`src/rtl/gpu_rect_scan_ctrl.sv`:
```
// Rectangle/FILL scan sequencer: walks an inclusive bounding box two pixels per step,
// driving the pixel-pair scanner and offering each pair over a valid/ready handshake.

package gpu_rect_scan_pkg;
  typedef enum logic [1:0] {
    X_HOLD       = 2'd0,
    X_TRI_BBLEFT = 2'd1,
    X_TRI_NEXT   = 2'd2
  } nextX_t;

  typedef enum logic [1:0] {
    Y_HOLD      = 2'd0,
    Y_TRI_START = 2'd1,
    Y_TRI_NEXT  = 2'd2
  } nextY_t;
endpackage

module gpu_rect_scan_ctrl
  import gpu_rect_scan_pkg::*;
(
  input  logic               i_clk,
  input  logic               i_rst,
  input  logic               i_start,
  input  logic               i_abort,
  input  logic               i_interlace,
  input  logic signed [11:0] i_minX,
  input  logic signed [11:0] i_minY,
  input  logic signed [11:0] i_maxX,
  input  logic signed [11:0] i_maxY,
  output logic signed [11:0] o_bbMinX,
  output logic signed [11:0] o_bbMinY,
  output logic signed [11:0] o_bbMaxX,
  input  logic signed [11:0] i_pixelX,
  input  logic signed [11:0] i_pixelY,
  output logic               o_loadNext,
  output nextX_t             o_selNextX,
  output nextY_t             o_selNextY,
  output logic               o_tri_resetDir,
  output logic               o_pairValid,
  input  logic               i_pairReady,
  output logic [1:0]         o_pairMask,
  output logic               o_busy,
  output logic               o_done
);

  typedef enum logic [1:0] {StIdle, StLoad, StScan, StDone} state_t;

  state_t             r_state;
  state_t             w_state_d;
  logic signed [11:0] r_bbMinX, r_bbMinY, r_bbMaxX, r_bbMaxY;
  logic               w_accept;
  logic               w_empty;

  // 13-bit signed views so the step/compare arithmetic can never wrap
  logic signed [12:0] w_px13, w_py13, w_nx, w_ny, w_x1;
  logic signed [12:0] w_minX13, w_maxX13, w_maxY13;

  assign w_accept = (r_state == StIdle) && i_start && !i_abort;
  assign w_empty  = (i_minX > i_maxX) || (i_minY > i_maxY);

  assign w_px13   = $signed({i_pixelX[11], i_pixelX});
  assign w_py13   = $signed({i_pixelY[11], i_pixelY});
  assign w_minX13 = $signed({r_bbMinX[11], r_bbMinX});
  assign w_maxX13 = $signed({r_bbMaxX[11], r_bbMaxX});
  assign w_maxY13 = $signed({r_bbMaxY[11], r_bbMaxY});
  assign w_nx     = w_px13 + 13'sd2;
  assign w_x1     = w_px13 + 13'sd1;
  assign w_ny     = w_py13 + (i_interlace ? 13'sd2 : 13'sd1);

  always_ff @(posedge i_clk) begin
    if (i_rst) begin
      r_state  <= StIdle;
      r_bbMinX <= '0;
      r_bbMinY <= '0;
      r_bbMaxX <= '0;
      r_bbMaxY <= '0;
    end else begin
      r_state <= w_state_d;
      if (w_accept) begin
        r_bbMinX <= i_minX;
        r_bbMinY <= i_minY;
        r_bbMaxX <= i_maxX;
        r_bbMaxY <= i_maxY;
      end
    end
  end

  always_comb begin
    w_state_d      = r_state;
    o_loadNext     = 1'b0;
    o_selNextX     = X_HOLD;
    o_selNextY     = Y_HOLD;
    o_tri_resetDir = 1'b0;
    o_pairValid    = 1'b0;
    o_pairMask     = 2'b00;
    o_done         = 1'b0;

    unique case (r_state)
      StIdle: begin
        if (w_accept) w_state_d = w_empty ? StDone : StLoad;
      end
      StLoad: begin
        if (i_abort) begin
          w_state_d = StIdle;
        end else begin
          o_loadNext     = 1'b1;
          o_tri_resetDir = 1'b1;
          o_selNextX     = X_TRI_BBLEFT;
          o_selNextY     = Y_TRI_START;
          w_state_d      = StScan;
        end
      end
      StScan: begin
        if (i_abort) begin
          w_state_d = StIdle;
        end else if (w_py13 > w_maxY13) begin
          // interlace field offset pushed the first row past the box
          w_state_d = StDone;
        end else begin
          o_pairValid   = 1'b1;
          o_pairMask[0] = (w_px13 >= w_minX13) && (w_px13 <= w_maxX13);
          o_pairMask[1] = (w_x1 >= w_minX13) && (w_x1 <= w_maxX13);
          if (i_pairReady) begin
            if (w_nx <= w_maxX13) begin
              o_loadNext = 1'b1;
              o_selNextX = X_TRI_NEXT;
            end else if (w_ny <= w_maxY13) begin
              o_loadNext = 1'b1;
              o_selNextX = X_TRI_BBLEFT;
              o_selNextY = Y_TRI_NEXT;
            end else begin
              w_state_d = StDone;
            end
          end
        end
      end
      StDone: begin
        if (i_abort) begin
          w_state_d = StIdle;
        end else begin
          o_done    = 1'b1;
          w_state_d = StIdle;
        end
      end
      default: w_state_d = StIdle;
    endcase
  end

  assign o_busy   = (r_state != StIdle);
  assign o_bbMinX = r_bbMinX;
  assign o_bbMinY = r_bbMinY;
  assign o_bbMaxX = r_bbMaxX;

endmodule

```
`config.mk`:
```
export PLATFORM = sky130hd
export DESIGN_NAME = gpu_rect_scan_ctrl
export DESIGN_NICKNAME = d
export VERILOG_FILES = /design/src/rtl/gpu_rect_scan_ctrl.sv
export SDC_FILE = /design/constraint.sdc
export NUM_CORES = 1
export LEC_CHECK = 0
export CAP_MARGIN = 15
export CORE_MARGIN = 10
export CORE_UTILIZATION = 46
export CTS_CLUSTER_DIAMETER = 200
export DETAILED_ROUTE_END_ITERATION = 8
export PLACE_DENSITY = 0.81
export REMOVE_ABC_BUFFERS = 1
export SLEW_MARGIN = 40
export SYNTH_ARGS = -nofsm -noshare
export SYNTH_HDL_FRONTEND = slang
export SYNTH_SLANG_ARGS = --single-unit
```
`constraint.sdc`:
```
create_clock -name i_clk -period 3.4 [get_ports i_clk]
set_input_delay 0.34 -clock i_clk [delete_from_list [all_inputs] [get_ports i_clk]]
set_output_delay 0.34 -clock i_clk [all_outputs]
set_load 0.1 [all_outputs]
```
Word-level counts from Yosys, hierarchy flattened
Index checks and enable logic that the tools add are counted.
- reductions and logical operators: 9
- muxes and demuxes: 38
- $add $sub $neg: 3
- magnitude comparators: 9
- equal/unequal tests: 7
- operators with widths (kind ; count):
    $mux 2 ; 21
    $le 13x12->1 ; 3
    $gt 12x12->1 ; 3
    $add 12x2->13 const B ; 1
    $add 12x3->13 ; 1
    $add 12x3->13 const B ; 1
    $ge 13x12->1 ; 1
    $mux 1 ; 13
    $ge 12x12->1 ; 1
    $le 12x12->1 ; 1
    $ne 4x4->1 const B ; 3
    $pmux 2 s2 ; 2
    $pmux 2 s4 ; 1
    $eq 2x2->1 const B ; 2
    $logic_and 1x1->1 ; 4
    $reduce_and 4->1 ; 1
    $eq 2x1->1 const B ; 1
    $logic_not 2->1 ; 1
    $ne 2x2->1 const B ; 1
    $pmux 1 s2 ; 1
    $reduce_bool 2->1 ; 1
    $logic_not 1->1 ; 1
    $logic_or 1x1->1 ; 1
- register bits after elaboration: 50
- output and inout port bits: 47

Longest topological paths before layout
- word-level depth: 9
- depth in mapped cells: 15
- gate-level depth less buffers: 15

Worst setup path before layout
Ideal clock, no wire load.
- path type: input -> output
- from: in i_interlace
- to: out o_loadNext
- data arrival time: 4.919 ns
- stages on the path: 14
- slack: -1.859 ns
- cells stage by stage: inv_1 > ha_1 > inv_1 > fa_1 > nor2b_1 > nand4_1 > nor2_1 > xor2_1 > ha_1 > a21o_1 > a2111oi_0 > a31oi_1 > and2_2 > o21ai_0
- longest elaborated chain between the ends: 9
- RTL lines (element ; line ; RTL):
    start: declaration ; 25 ; input logic i_interlace,
    $mux 2 ; 68 ; assign w_ny = w_py13 + (i_interlace ? 13'sd2 : 13'sd1);
    $add 12x3->13 ; 68 ;
    $le 13x12->1 ; 127 ; end else if (w_ny <= w_maxY13) begin
    $mux 1 ; 127 ;
    $mux 1 ; 124 ; if (w_nx <= w_maxX13) begin
    $mux 1 ; 123 ; if (i_pairReady) begin
    $mux 1 ; 116 ; end else if (w_py13 > w_maxY13) begin
    $mux 1 ; 114 ; if (i_abort) begin
    $pmux 1 s2 ; 98 ; unique case (r_state)
    end: declaration ; 35 ; output logic o_loadNext,
No other way between the ends.

Worst setup path in the final report
- from: in i_interlace
- to: out o_selNextX[0]
- longest elaborated chain between the ends: 9
- RTL lines (element ; line ; RTL):
    $mux 2 ; 68 ;
    $add 12x3->13 ; 68 ;
    $le 13x12->1 ; 127 ;
    $mux 1 ; 127 ;
    $mux 2 ; 124 ;
    $mux 2 ; 123 ;
    $mux 2 ; 116 ;
    $mux 2 ; 114 ;
    $pmux 2 s2 ; 98 ;
    end: declaration ; 36 ; output nextX_t o_selNextX,
No other way between the ends.

==> summary.md <==
| Metric | Value |
|---|---|
| HP Class | `reg -> reg` |
| Startpoint types | `input pin` |
| FMAX | `0.281 GHz` |
| Reg2Reg Depth | `12` |
| Reg2Reg Setup Slack | `0.70 ns` |
| Worst R2R End | `r_state[1]` |
| Fill count | `909` |
| GRT overflow | `0` |
| Synth warn | `0` |
| Number of synthesized flops with an enable pin | `0` |
| Pwr Total | `2.88 mW` |
| Syn-to-layout area delta | `40.3%` |
| Relative slew slack | `0.626` |
| Synthesized area | `5110 um2` |
| Chip width | `125 um` |
| Fin. Hold Viols | `0` |
| Compound-cell area share of the yosys netlist | `0.175` |
| FF+latch count, synth | `50` |
| WP buf/inv | `4` |
| Clk sink count | `50` |
| # nets final | `1048` |
| Worst Hold Path EP | `r_bbMaxY[7]` |
| Area of the multi-input gates | `roughly 4000 um2` |
| Via count | `5538` |
| Met2 wire len | `8200 um` |
| Final Util | `0.661` |
| Fin crit share | `1.05` |
| Post-Synth Simple-Gate Area | `0.200` |
| Total wire length | `17400 um` |
| Clk root buf | `clkbuf_8` |
| HP Start | `r_bbMaxY[7]` |
| Syn_area_per_cell | `7.52 um2` |
| Critical path endpoint category | `primary output` |
| Sequential Area | `1000 um2` |
| Cell leakage power | `3.23 nW` |
| Final ANT Viol Nets | `0` |
| Metal3 WL | `1170 um` |
| Share of cells above drive strength 1 | `0.191` |
| Vias per cell | `~5.6` |
| Main combinational cell family by area after synthesis | `adder cells` |
| Final min period | `3.56 ns` |
| 1st-iter DRT viols | `389` |
| WL/cell | `between 15 and 20 um` |
| Row count | `38` |
| Num CTS Buffers | `5` |
| Clock transition at path regs | `0.08 ns` |
| TritonCTS clock tree | `yes` |
| Die Ht | `roughly 130 um` |
| First-pass GRT wire length | `27400 um` |
| Worst vdd ir | `0.429 mV` |
| Largest net degree at the start of global routing | `43` |
| CP max FO | `3` |
| Register area share after synthesis | `0.196` |
| Unrepaired setup endpoints after global routing | `yes` |
| Violated checks | `negative setup slack` |
| Multiplexer share of the synthesized area | `0.00514` |
| Dpl ws | `-0.884 ns` |
| Worst path depth | `16` |
| Synth Area in XOR/XNOR | `0.0497` |
| Status | `finished, violations left` |
| First-pass iteration count of the detailed router | `5` |
| Area of the core | `10800 um2` |
| Crit-path cells | `buf_8 -> inv_6 -> ha_4 -> inv_2 -> fa_2 -> nor2b_4 -> nand4_1 -> nor2_1 -> xor2_1 -> ha_1 -> a21o_1 -> a2111oi_4 -> a31oi_2 -> nand2b_4 -> o21ai_4 -> buf_12` |
| H-tree depth | `2` |
| Worst r2r src | `r_bbMaxY[11]` |
| M1 WL | `around 7600 um` |
| CP top delay family | `compound AO/OA/AOI/OAI gates` |
| Unique masters post-synth | `51` |
| Cell Pwr Density | `402 nW/um2` |
| Worst hold stages | `2` |
| WP data arrival | `3.22 ns` |
| Max Cap Violations | `0` |
| HPWL after DPL | `14100 um` |
| CP Class | `in -> out` |
| IO buf count | `124` |
| Slew Viols, Final | `0` |
| CTS Buffer Depth | `2` |
| Placed cell area | `6700 um2` |
| Antenna cells | `0` |
| Adder-Cell Fraction of Synth Area | `0.298` |
| Drc violations | `0` |
| Starting Density | `0.471` |
| Final WS setup | `-0.162 ns` |
| Initial antenna violation count | `0` |
| CP required | `3.06 ns` |
| Synth async-reset ratio | `0` |
| CTS Hold Bufs | `0` |
| Clk Latency, worst-skew pair | `between 0.3 and 0.4 ns` |
| Max layer used | `met4` |
| Final setup viols | `5` |
| Total die area | `15700 um2` |
| Slowest cell on crit path | `fa_2` |
| Total GRT Usage | `0.205` |
| Clk_skew | `0.0142 ns` |
| Worst slew pin tran | `0.561 ns` |
| Slowest cell delay on critical path | `~0.38 ns` |
| IO Pins | `125` |
| Final GP Congestion | `around 0.9` |
| Gate Count Post-Synth | `679` |
| Cell area after layout | `7170 um2` |
| Vias in the first global route | `between 5000 and 6000` |
| Top_reg_cell synth | `dfxtp_1` |
[cells in the mapped netlist, types with 9 or more instances]
master    instances  area (um2)
nand2_1         122         458
xnor2_1          17         149
nand4_1          17         106
nor2b_1          10        62.6
xor2_1           12         105
dfxtp_1          50        1000
a21o_1            9        67.6
inv_1            84         315
nand3_1          23         115
ha_1            120        1500
clkbuf_1         19        71.3
nor2_1           26        97.6
a21oi_1          76         380
o21ai_0          18        90.1
[cell families after synthesis]
group           Yosys count
compound gates          148
xor+xnor                 29
fa+ha+maj               121
buf+inv                 104
flops                    50
mux                       2
simple gates            225
[worst max-delay path by stage]
stage                            from       endpoint  slack, ns
after floorplan           i_interlace     o_loadNext      -1.86
after global placement    i_interlace     o_loadNext      -0.68
after detailed placement  i_interlace     o_loadNext      -0.88
after CTS                 i_interlace  o_selNextX[0]      -0.05
after global routing      i_interlace     o_loadNext      -0.26
final                     i_interlace  o_selNextX[0]      -0.16
[cells in the final DEF (no fill, tap or decap), drive strengths merged, types with 9 or more instances in the layout]
cell and instances:
buf 109, nand2 122, ha 120, o21ai 19, dfxtp 50, xnor2 17
clkdlybuf4s50 62, a21o 9, inv 85, nor2b 10, nor2 26, nand4 18
nand3 23, a21oi 76, xor2 12
[stage by stage]
stage	instances	hold slack [ns]	setup TNS, ns
after floorplan	659	0.409	-6.34
after global placement	973	0.443	-2.86
after detailed placement	973	0.447	-3.84
after CTS	986	0.459	-0.106
after global routing	990	0.480	-1.15
final	990	0.457	-0.594
[layout make-up]
cell class,count,share of cell area
Timing Repair Buffer,183,0.219
Tap cell,140,0.0244
Sequential cell,50,0.140
Multi-Input combinational cell,525,0.556
Inverter,84,0.0447
Clock inverter,2,0.00541
Clock buffer,6,0.0115
[repair_timing]
item,in CTS,in global routing
pin swaps,26,27
cloned,0,0
setup buffers,7,4
gates resized for setup,51,34
endpoints found under the setup margin,7,7
[worst register-to-register path: stages, from the launching register on]
cell and delay, ns:
dfxtp_1 0.34, inv_1 0.11, ha_1 0.41, nand4_4 0.15
a311o_1 0.35, a31oi_2 0.27, buf_4 0.15, buf_4 0.10
buf_4 0.09, buf_4 0.09, nand3_2 0.07, a21o_1 0.18
mux2_4 0.29
[power by group]
group	switching (mW)	internal [mW]
Clock	0.207	0.242
Combinational	1.14	0.574
Sequential	0.0550	0.659
[per-layer routing]
layer  global-route usage  up-vias
met5                    0        -
met2                0.340      230
li1                     -     2690
met3               0.0355       35
met1                0.264     2583
met4               0.0617        0
[sequential cells by signal (all words and copies together) (netlist names)]
name	flops
o_bbMinX	12
o_bbMaxX	12
r_state	2
r_bbMaxY	12
o_bbMinY	12
Power figures use the tool's default switching activity.
